**src/rtl/dot11_tx_scramble_encode.sv**
```systemverilog
// 802.11a/g/n OFDM TX bit pipeline: assembles SERVICE/PSDU/tail/pad, scrambles with
// x^7+x^4+1 and applies the rate-1/2 K=7 convolutional code, one coded pair per beat.
module dot11_tx_scramble_encode #(
  parameter int LEN_WIDTH = 16
) (
  input  logic                 clock,
  input  logic                 reset,
  input  logic                 start,
  input  logic [LEN_WIDTH-1:0] psdu_len,
  input  logic [8:0]           n_dbps,
  input  logic [6:0]           seed,
  input  logic [7:0]           byte_in,
  input  logic                 byte_in_valid,
  output logic                 byte_in_ready,
  output logic [1:0]           bit_out,
  output logic                 bit_out_valid,
  input  logic                 bit_out_ready,
  output logic                 bit_out_sym_end,
  output logic                 bit_out_last,
  output logic                 busy,
  output logic                 done,
  output logic                 cfg_err
);

  typedef enum logic [2:0] {
    IDLE    = 3'd0,
    SERVICE = 3'd1,
    DATA    = 3'd2,
    TAIL    = 3'd3,
    PAD     = 3'd4,
    FIN     = 3'd5
  } state_t;

  state_t               state_r;
  state_t               next_state_s;
  logic [LEN_WIDTH-1:0] len_r;
  logic [LEN_WIDTH-1:0] taken_r;
  logic [8:0]           ndbps_r;
  logic [8:0]           sc_r;
  logic [3:0]           bit_cnt_r;
  logic [6:0]           scr_r;
  logic [5:0]           enc_r;
  logic [7:0]           buf_r;
  logic                 buf_full_r;
  logic [2:0]           bit_idx_r;
  logic                 primed_r;
  logic                 busy_r;
  logic                 done_r;
  logic                 cfg_err_r;
  logic                 out_valid_r;
  logic [1:0]           out_pair_r;
  logic                 out_sym_r;
  logic                 out_last_r;

  logic fb_s, raw_s, u_s, avail_s, advance_s, sym_end_s, last_s;
  logic empty_next_s, ready_s, take_s, byte_done_s, cfg_bad_s, accept_s;

  // enc_r[k-1] holds the scrambled bit k beats ago
  function automatic logic enc_a(input logic u, input logic [5:0] d);
    return u ^ d[1] ^ d[2] ^ d[4] ^ d[5];
  endfunction

  function automatic logic enc_b(input logic u, input logic [5:0] d);
    return u ^ d[0] ^ d[1] ^ d[2] ^ d[5];
  endfunction

  // Bit source selection, handshake qualifiers and next-state decode.
  always_comb begin
    fb_s         = scr_r[6] ^ scr_r[3];
    raw_s        = 1'b0;
    avail_s      = 1'b0;
    next_state_s = state_r;
    case (state_r)
      SERVICE: avail_s = primed_r;
      DATA: begin
        avail_s = buf_full_r;
        raw_s   = buf_r[bit_idx_r];
      end
      TAIL:    avail_s = 1'b1;
      PAD:     avail_s = 1'b1;
      default: avail_s = 1'b0;
    endcase
    u_s          = (state_r == TAIL) ? 1'b0 : (raw_s ^ fb_s);
    advance_s    = avail_s & (~out_valid_r | bit_out_ready);
    sym_end_s    = (sc_r == (ndbps_r - 9'd1));
    last_s       = sym_end_s & ((state_r == PAD) | ((state_r == TAIL) & (bit_cnt_r == 4'd5)));
    byte_done_s  = advance_s & (state_r == DATA) & (bit_idx_r == 3'd7);
    empty_next_s = ~buf_full_r | byte_done_s;
    ready_s      = (state_r == DATA) & empty_next_s & (taken_r < len_r);
    take_s       = ready_s & byte_in_valid;
    cfg_bad_s    = (psdu_len == '0) | (n_dbps == 9'd0);
    accept_s     = (state_r == IDLE) & start & ~cfg_bad_s;

    case (state_r)
      IDLE: begin
        if (accept_s) next_state_s = SERVICE;
        else          next_state_s = IDLE;
      end
      SERVICE: begin
        if (advance_s & (bit_cnt_r == 4'd15)) next_state_s = DATA;
        else                                   next_state_s = SERVICE;
      end
      DATA: begin
        if (byte_done_s & (taken_r == len_r)) next_state_s = TAIL;
        else                                   next_state_s = DATA;
      end
      TAIL: begin
        if (advance_s & (bit_cnt_r == 4'd5)) next_state_s = sym_end_s ? FIN : PAD;
        else                                  next_state_s = TAIL;
      end
      PAD: begin
        if (advance_s & sym_end_s) next_state_s = FIN;
        else                       next_state_s = PAD;
      end
      FIN: begin
        if (out_valid_r & bit_out_ready) next_state_s = IDLE;
        else                             next_state_s = FIN;
      end
      default: next_state_s = IDLE;
    endcase
  end

  // State register, status pulses and the output beat register.
  always_ff @(posedge clock) begin
    if (reset) begin
      state_r     <= IDLE;
      busy_r      <= 1'b0;
      done_r      <= 1'b0;
      cfg_err_r   <= 1'b0;
      out_valid_r <= 1'b0;
      out_pair_r  <= 2'b00;
      out_sym_r   <= 1'b0;
      out_last_r  <= 1'b0;
    end else begin
      state_r   <= next_state_s;
      busy_r    <= (next_state_s != IDLE);
      done_r    <= (state_r == FIN) & out_valid_r & bit_out_ready;
      cfg_err_r <= (state_r == IDLE) & start & cfg_bad_s;
      if (advance_s) begin
        out_valid_r <= 1'b1;
        out_pair_r  <= {enc_b(u_s, enc_r), enc_a(u_s, enc_r)};
        out_sym_r   <= sym_end_s;
        out_last_r  <= last_s;
      end else if (bit_out_ready) begin
        out_valid_r <= 1'b0;
        out_pair_r  <= 2'b00;
        out_sym_r   <= 1'b0;
        out_last_r  <= 1'b0;
      end
    end
  end

  // Frame configuration, scrambler/encoder state, counters and byte buffer.
  always_ff @(posedge clock) begin
    if (reset) begin
      len_r      <= '0;
      taken_r    <= '0;
      ndbps_r    <= 9'd0;
      sc_r       <= 9'd0;
      bit_cnt_r  <= 4'd0;
      scr_r      <= 7'd0;
      enc_r      <= 6'd0;
      buf_r      <= 8'd0;
      buf_full_r <= 1'b0;
      bit_idx_r  <= 3'd0;
      primed_r   <= 1'b0;
    end else if (accept_s) begin
      len_r      <= psdu_len;
      taken_r    <= '0;
      ndbps_r    <= n_dbps;
      sc_r       <= 9'd0;
      bit_cnt_r  <= 4'd0;
      scr_r      <= (seed == 7'd0) ? 7'h5D : seed;
      enc_r      <= 6'd0;
      buf_r      <= 8'd0;
      buf_full_r <= 1'b0;
      bit_idx_r  <= 3'd0;
      primed_r   <= 1'b0;
    end else begin
      // first generated bit lands one cycle after SERVICE is entered
      primed_r <= 1'b1;
      if (advance_s) begin
        scr_r     <= {scr_r[5:0], fb_s};
        enc_r     <= {enc_r[4:0], u_s};
        sc_r      <= sym_end_s ? 9'd0 : (sc_r + 9'd1);
        bit_cnt_r <= (next_state_s != state_r) ? 4'd0 : (bit_cnt_r + 4'd1);
      end
      if (take_s) begin
        buf_r      <= byte_in;
        buf_full_r <= 1'b1;
        bit_idx_r  <= 3'd0;
        taken_r    <= taken_r + LEN_WIDTH'(1);
      end else if (byte_done_s) begin
        buf_full_r <= 1'b0;
        bit_idx_r  <= 3'd0;
      end else if (advance_s & (state_r == DATA)) begin
        bit_idx_r <= bit_idx_r + 3'd1;
      end
    end
  end

  assign byte_in_ready   = ready_s;
  assign bit_out         = out_pair_r;
  assign bit_out_valid   = out_valid_r;
  assign bit_out_sym_end = out_sym_r;
  assign bit_out_last    = out_last_r;
  assign busy            = busy_r;
  assign done            = done_r;
  assign cfg_err         = cfg_err_r;

endmodule
```
**config.mk**
```make
export PLATFORM = sky130hd
export DESIGN_NAME = dot11_tx_scramble_encode
export DESIGN_NICKNAME = d
export VERILOG_FILES = /design/src/rtl/dot11_tx_scramble_encode.sv
export SDC_FILE = /design/constraint.sdc
export NUM_CORES = 1
export LEC_CHECK = 0
export BUFFER_PORTS_ARGS = -buffer_cell sky130_fd_sc_hd__buf_2
export CORE_UTILIZATION = 45
export CTS_CLUSTER_DIAMETER = 30
export DETAILED_ROUTE_END_ITERATION = 6
export PLACE_DENSITY = 0.71
export SYNTH_ARGS = -nofsm -noshare
export SYNTH_HDL_FRONTEND = slang
export SYNTH_SLANG_ARGS = --single-unit
```
**constraint.sdc**
```tcl
create_clock -name clock -period 3.1 [get_ports clock]
set_input_delay 0.31 -clock clock [delete_from_list [all_inputs] [get_ports clock]]
set_output_delay 0.31 -clock clock [all_outputs]
set_load 0.05 [all_outputs]
```
==> results.md <==
Flow run:
- The number of max-capacitance violations reported is 0.

Global routing:
- The number of global-route vias before repair is between 3000 and 4000.
- The initial antenna violation count is 0.
- Global routing used 20.9% of the available tracks across all layers.
- The total global routing overflow is 0.
- In the global route stage, met3 resource usage came out at 2.78%.
- The largest net degree at the start of global routing is between 40 and 50.
- In this run the most used layer during global routing was met2.
- The global routing usage on met2 is approximately 33%.
- The global-route wire length before repair is around 19 mm.
- The global routing met1 resource utilization is just under 30%.

Setup path:
- The required time at the endpoint of the critical path is 3.40 ns.
- The highest fanout seen on the critical path is 30.
- Among all stages on the critical path, the largest delay is contributed by sky130_fd_sc_hd__or4_1.
- The critical path goes through ha_1 -> ha_1 -> clkinv_1 -> o41ai_4 -> and4_4 -> o2111ai_4 -> or4_1 -> a21oi_1.
- The setup path with the least slack is of type flip-flop to flip-flop.
- The depth of the worst register-to-register path is 8.
- Data arrives at the worst endpoint at 3.14 ns.
- The type of element launching the critical path is a flip-flop.
- The category of the worst setup path capture point is a flip-flop.
- The largest single stage delay on the critical path is 0.62 ns.
- The most frequent cell on the critical path is sky130_fd_sc_hd__ha_1.

Detailed routing:
- The DRC violation count after routing is 0.
- The DRC marker count from the first detailed-route iteration is 305.
- In the routed layout, each cell is associated on average with a via count of ~5.7.
- The residual antenna-violating net count after detailed routing is 0.
- The detailed-route wire length per cell is 14.9 um.
- Wires add up to 11.2 mm.
- The first detailed-routing pass ran for 5 iterations.
- The final route contains around 4300 vias.

Yosys:
- The mux share of post-synthesis cell area is roughly 7.0%.
- The number of enable-type register cells in the synthesized netlist is 0.
- The synthesized design spends more area on one cell type than any other, namely sky130_fd_sc_hd__dfxtp_1.
- The share of synthesized flip-flops with an asynchronous set or reset is 0%.
- The most instantiated library cell after synthesis is sky130_fd_sc_hd__dfxtp_1.
- The area share of xor/xnor cells in the synthesized design is 4.38%.
- Sequential cells were found to cover 37.9% of the synthesized design area.
- The cell area after synthesis is approximately 4800 sq um.
- The post-synthesis net count is ~640.
- Yosys attributes the largest share of cell area to sky130_fd_sc_hd__dfxtp_1, sky130_fd_sc_hd__mux2i_1, sky130_fd_sc_hd__ha_1.
- After Yosys synthesis, and, or, nand and nor cells account for 24.1% of the synthesized area.
- The commonest cells after synthesis are sky130_fd_sc_hd__dfxtp_1, sky130_fd_sc_hd__nand2_1, sky130_fd_sc_hd__a21oi_1.
- The count of distinct cell types in the synthesized netlist is slightly below 60.
- The count of state elements after synthesis is just over 90.
- The fraction of post-synthesis cell area in the top cell type by area is ~38%.
- Summing the areas of all fa, ha and maj instances in the mapped netlist gives 5.99% of the synthesized area.
- The number of standard cells after synthesis is 569.
- The combinational family with the most area after synthesis is simple AND/OR/NAND/NOR gates.
- The top flip-flop cell by instance count after synthesis is sky130_fd_sc_hd__dfxtp_1.
- For this run, the number of Yosys warnings is 0.
- The synthesized area per cell is 8.44 sq um.
- Summing the areas of all compound-gate instances in the mapped netlist gives 16.0% of the synthesized area.

Final layout:
- The area added between synthesis and finish is 11.6%.
- The layout filler cell count is ~940.
- The post-route netlist has 13.1% of its cells at a drive strength greater than 1.
- The repair_antennas step left the layout with diodes totalling 0.
- The number of standard cells in the final layout excluding fillers is 752.
- The final layout contains between 600 and 700 nets.

Power and ir drop:
- The share of total power dissipated in sequential elements is a little over half.
- For this design the ratio of total power to cell area is 436 nW/um^2.
- The peak supply drop is ~0.00017 V.
- In this run the power spent charging and discharging nets is 0.625 mW.
- Internal power comes to 1.71 mW.
- The share of power burned in combinational logic is 13.1%.
- The share of total power in the clock network is 33.7%.
- The switching share of total power is 26.8%.
- The leakage power of the design is between 2 and 2.5 nW.

Timing:
- Hold timing on the final database bottoms out at a slack of roughly 0.18 ns.
- In the final timing run, aggregate negative setup slack is 0 ns.
- The final setup violation count is 0.
- The remaining max-slew budget at the tightest pin is a little under half.
- Setup repair after global routing left no endpoint under its margin.
- In the finished design, the share of the clock period the worst path needs comes to 91.9%.
- The minimum clock period after layout is around 2.8 ns.
- The actual transition at the worst max-transition pin is 0.801 ns.
- The clock skew after layout is 0.00847 ns.
- The number of pins with negative max-slew slack in the final report is 0.
- The maximum clock rate is approximately 0.35 GHz.
- The total count of hold-check failures in the final report is 0.

Clock network:
- The clock insertion delay at the later pin of the skew report is 0.36 ns.
- For this design, the CTS-stage hold fixing added 0 buffers.
- The clock transition at the register clock pins on the worst setup and hold paths after CTS is 0.09 ns.
- CTS built an H-tree with a depth of 3.
- The buffer cell driving the clock tree root is sky130_fd_sc_hd__clkbuf_8.
- The clock tree from TritonCTS is yes.
- The number of clock sinks is 91.
- The worst-case clock buffer depth is 2.
- The number of buffers added for setup after CTS is 0.
- The CTS buffer count is 9.

Placed design:
- The detailed-placement wirelength estimate is 8.23 mm.
- Port buffering added 53 buffers.
- Including well taps, the total number of placed cells is about 740.
- The global placement routability congestion is about 0.83.

Floorplan:
- The die is about 110 um wide.
- The area of the die is 11100 sq um.
- From bottom edge to top edge, the die measures ~110 um.
- The standard-cell row count is 37.
- The total area inside the core boundary comes to 10300 sq um.
- The starting density of the core is 46.5%.
- The total I/O pin count is between 50 and 60.

Min path:
- The worst hold path passes through 3 cells.
- The class of the most critical hold timing path is input pin to flip-flop.

Outcome:
- The run finished with clean final reports.
==> stage by stage <==
stage               power [mW]  instance area, sq um  setup slack (ns)  utilization (%)
CTS                       2.35                  5360             0.229             51.9
global placement          1.56                  5170             0.369             50.1
floorplan                 1.47                  4800             0.634                -
detailed placement        1.57                  5170             0.247             50.1
global route              2.43                  5360           0.00418             51.9
finish                    2.33                  5360             0.252             51.9
==> cell families after synthesis <==
group / after synthesis
buffers and inverters: 54
XOR/XNOR: 24
flip-flops: 91
AND/OR/NAND/NOR: 231
multiplexers: 31
AO/OA/AOI/OAI: 115
adder cells (fa/ha/maj): 23
==> repair_timing <==
item / CTS / global route
resized for setup: 0 / 0
endpoints found under the setup margin: 0 / 2
endpoints found under the hold margin: 0 / 0
==> worst max-delay path: cells and delay by family, from the launching register on <==
family                   cells  cell delay (ns)
AND/OR/NAND/NOR              2             0.91
AO/OA/AOI/OAI                3             0.87
flip-flops                   1             0.45
adder cells (fa/ha/maj)      2             0.38
buffers and inverters        1             0.16
==> power groups by stage <==
| stage | combinational, mW | sequential [mW] | clock (mW) |
|---|---|---|---|
| floorplan | 0.208 | 1.27 | 0 |
| global route | 0.340 | 1.25 | 0.842 |
| detailed placement | 0.305 | 1.27 | 0 |
| finish | 0.306 | 1.24 | 0.786 |
| CTS | 0.306 | 1.24 | 0.800 |
| global placement | 0.293 | 1.27 | 0 |
==> flip-flops by register name, indices dropped and copies added, names as in the netlist, 4 cells and up <==
signal	flops
ndbps_r	9
buf_r	8
enc_r	6
len_r	16
taken_r	16
scr_r	7
sc_r	9
bit_cnt_r	4
==> final timing paths <==
path / start / endpoint / slack [ns]
setup / recovery: bit_idx_r[0] / taken_r[10] / 0.25
hold / removal: byte_in[6] / buf_r[6] / 0.18
setup reg to reg: bit_idx_r[0] / taken_r[10] / 0.25
hold reg to reg: buf_r[0] / buf_r[0] / 0.45
==> layer usage <==
metal / up-vias / part of all wire (%)
met2: 120 / 45
met1: 2041 / 48
met5: - / 0
li1: 2134 / -
met3: 19 / 5.5
met4: 0 / 1.8
==> layout make-up <==
type                            count  area [sq um]  area share (%)
Tap cell                          136           170            3.17
Sequential cell                    91          1820            34.0
Clock buffer                       15           186            3.48
Multi-Input combinational cell    424          2760            51.5
Inverter                           27           101            1.89
Clock inverter                      1          5.00          0.0934
Timing Repair Buffer               58           315            5.88
==> cells in the final DEF, fill, tap and decap left out, drive strengths merged, types with 3 or more instances in the layout <==
cell type and n:
dfxtp 91, nand2 70, buf 58, a21oi 52, nor2 46, mux2i 29
inv 26, ha 23, nor3 20, nand4 19, nand3 15, xor2 15
clkbuf 15, o21ai 14, o31ai 11, nor4 10, xnor2 9, nand2b 9
nor2b 8, or4 8, or3 7, a311oi 5, a221oi 4, and3 4
o21a 4, a31oi 4, nor3b 3, a211oi 3, and4 3
Power figures use the tool's default switching activity.
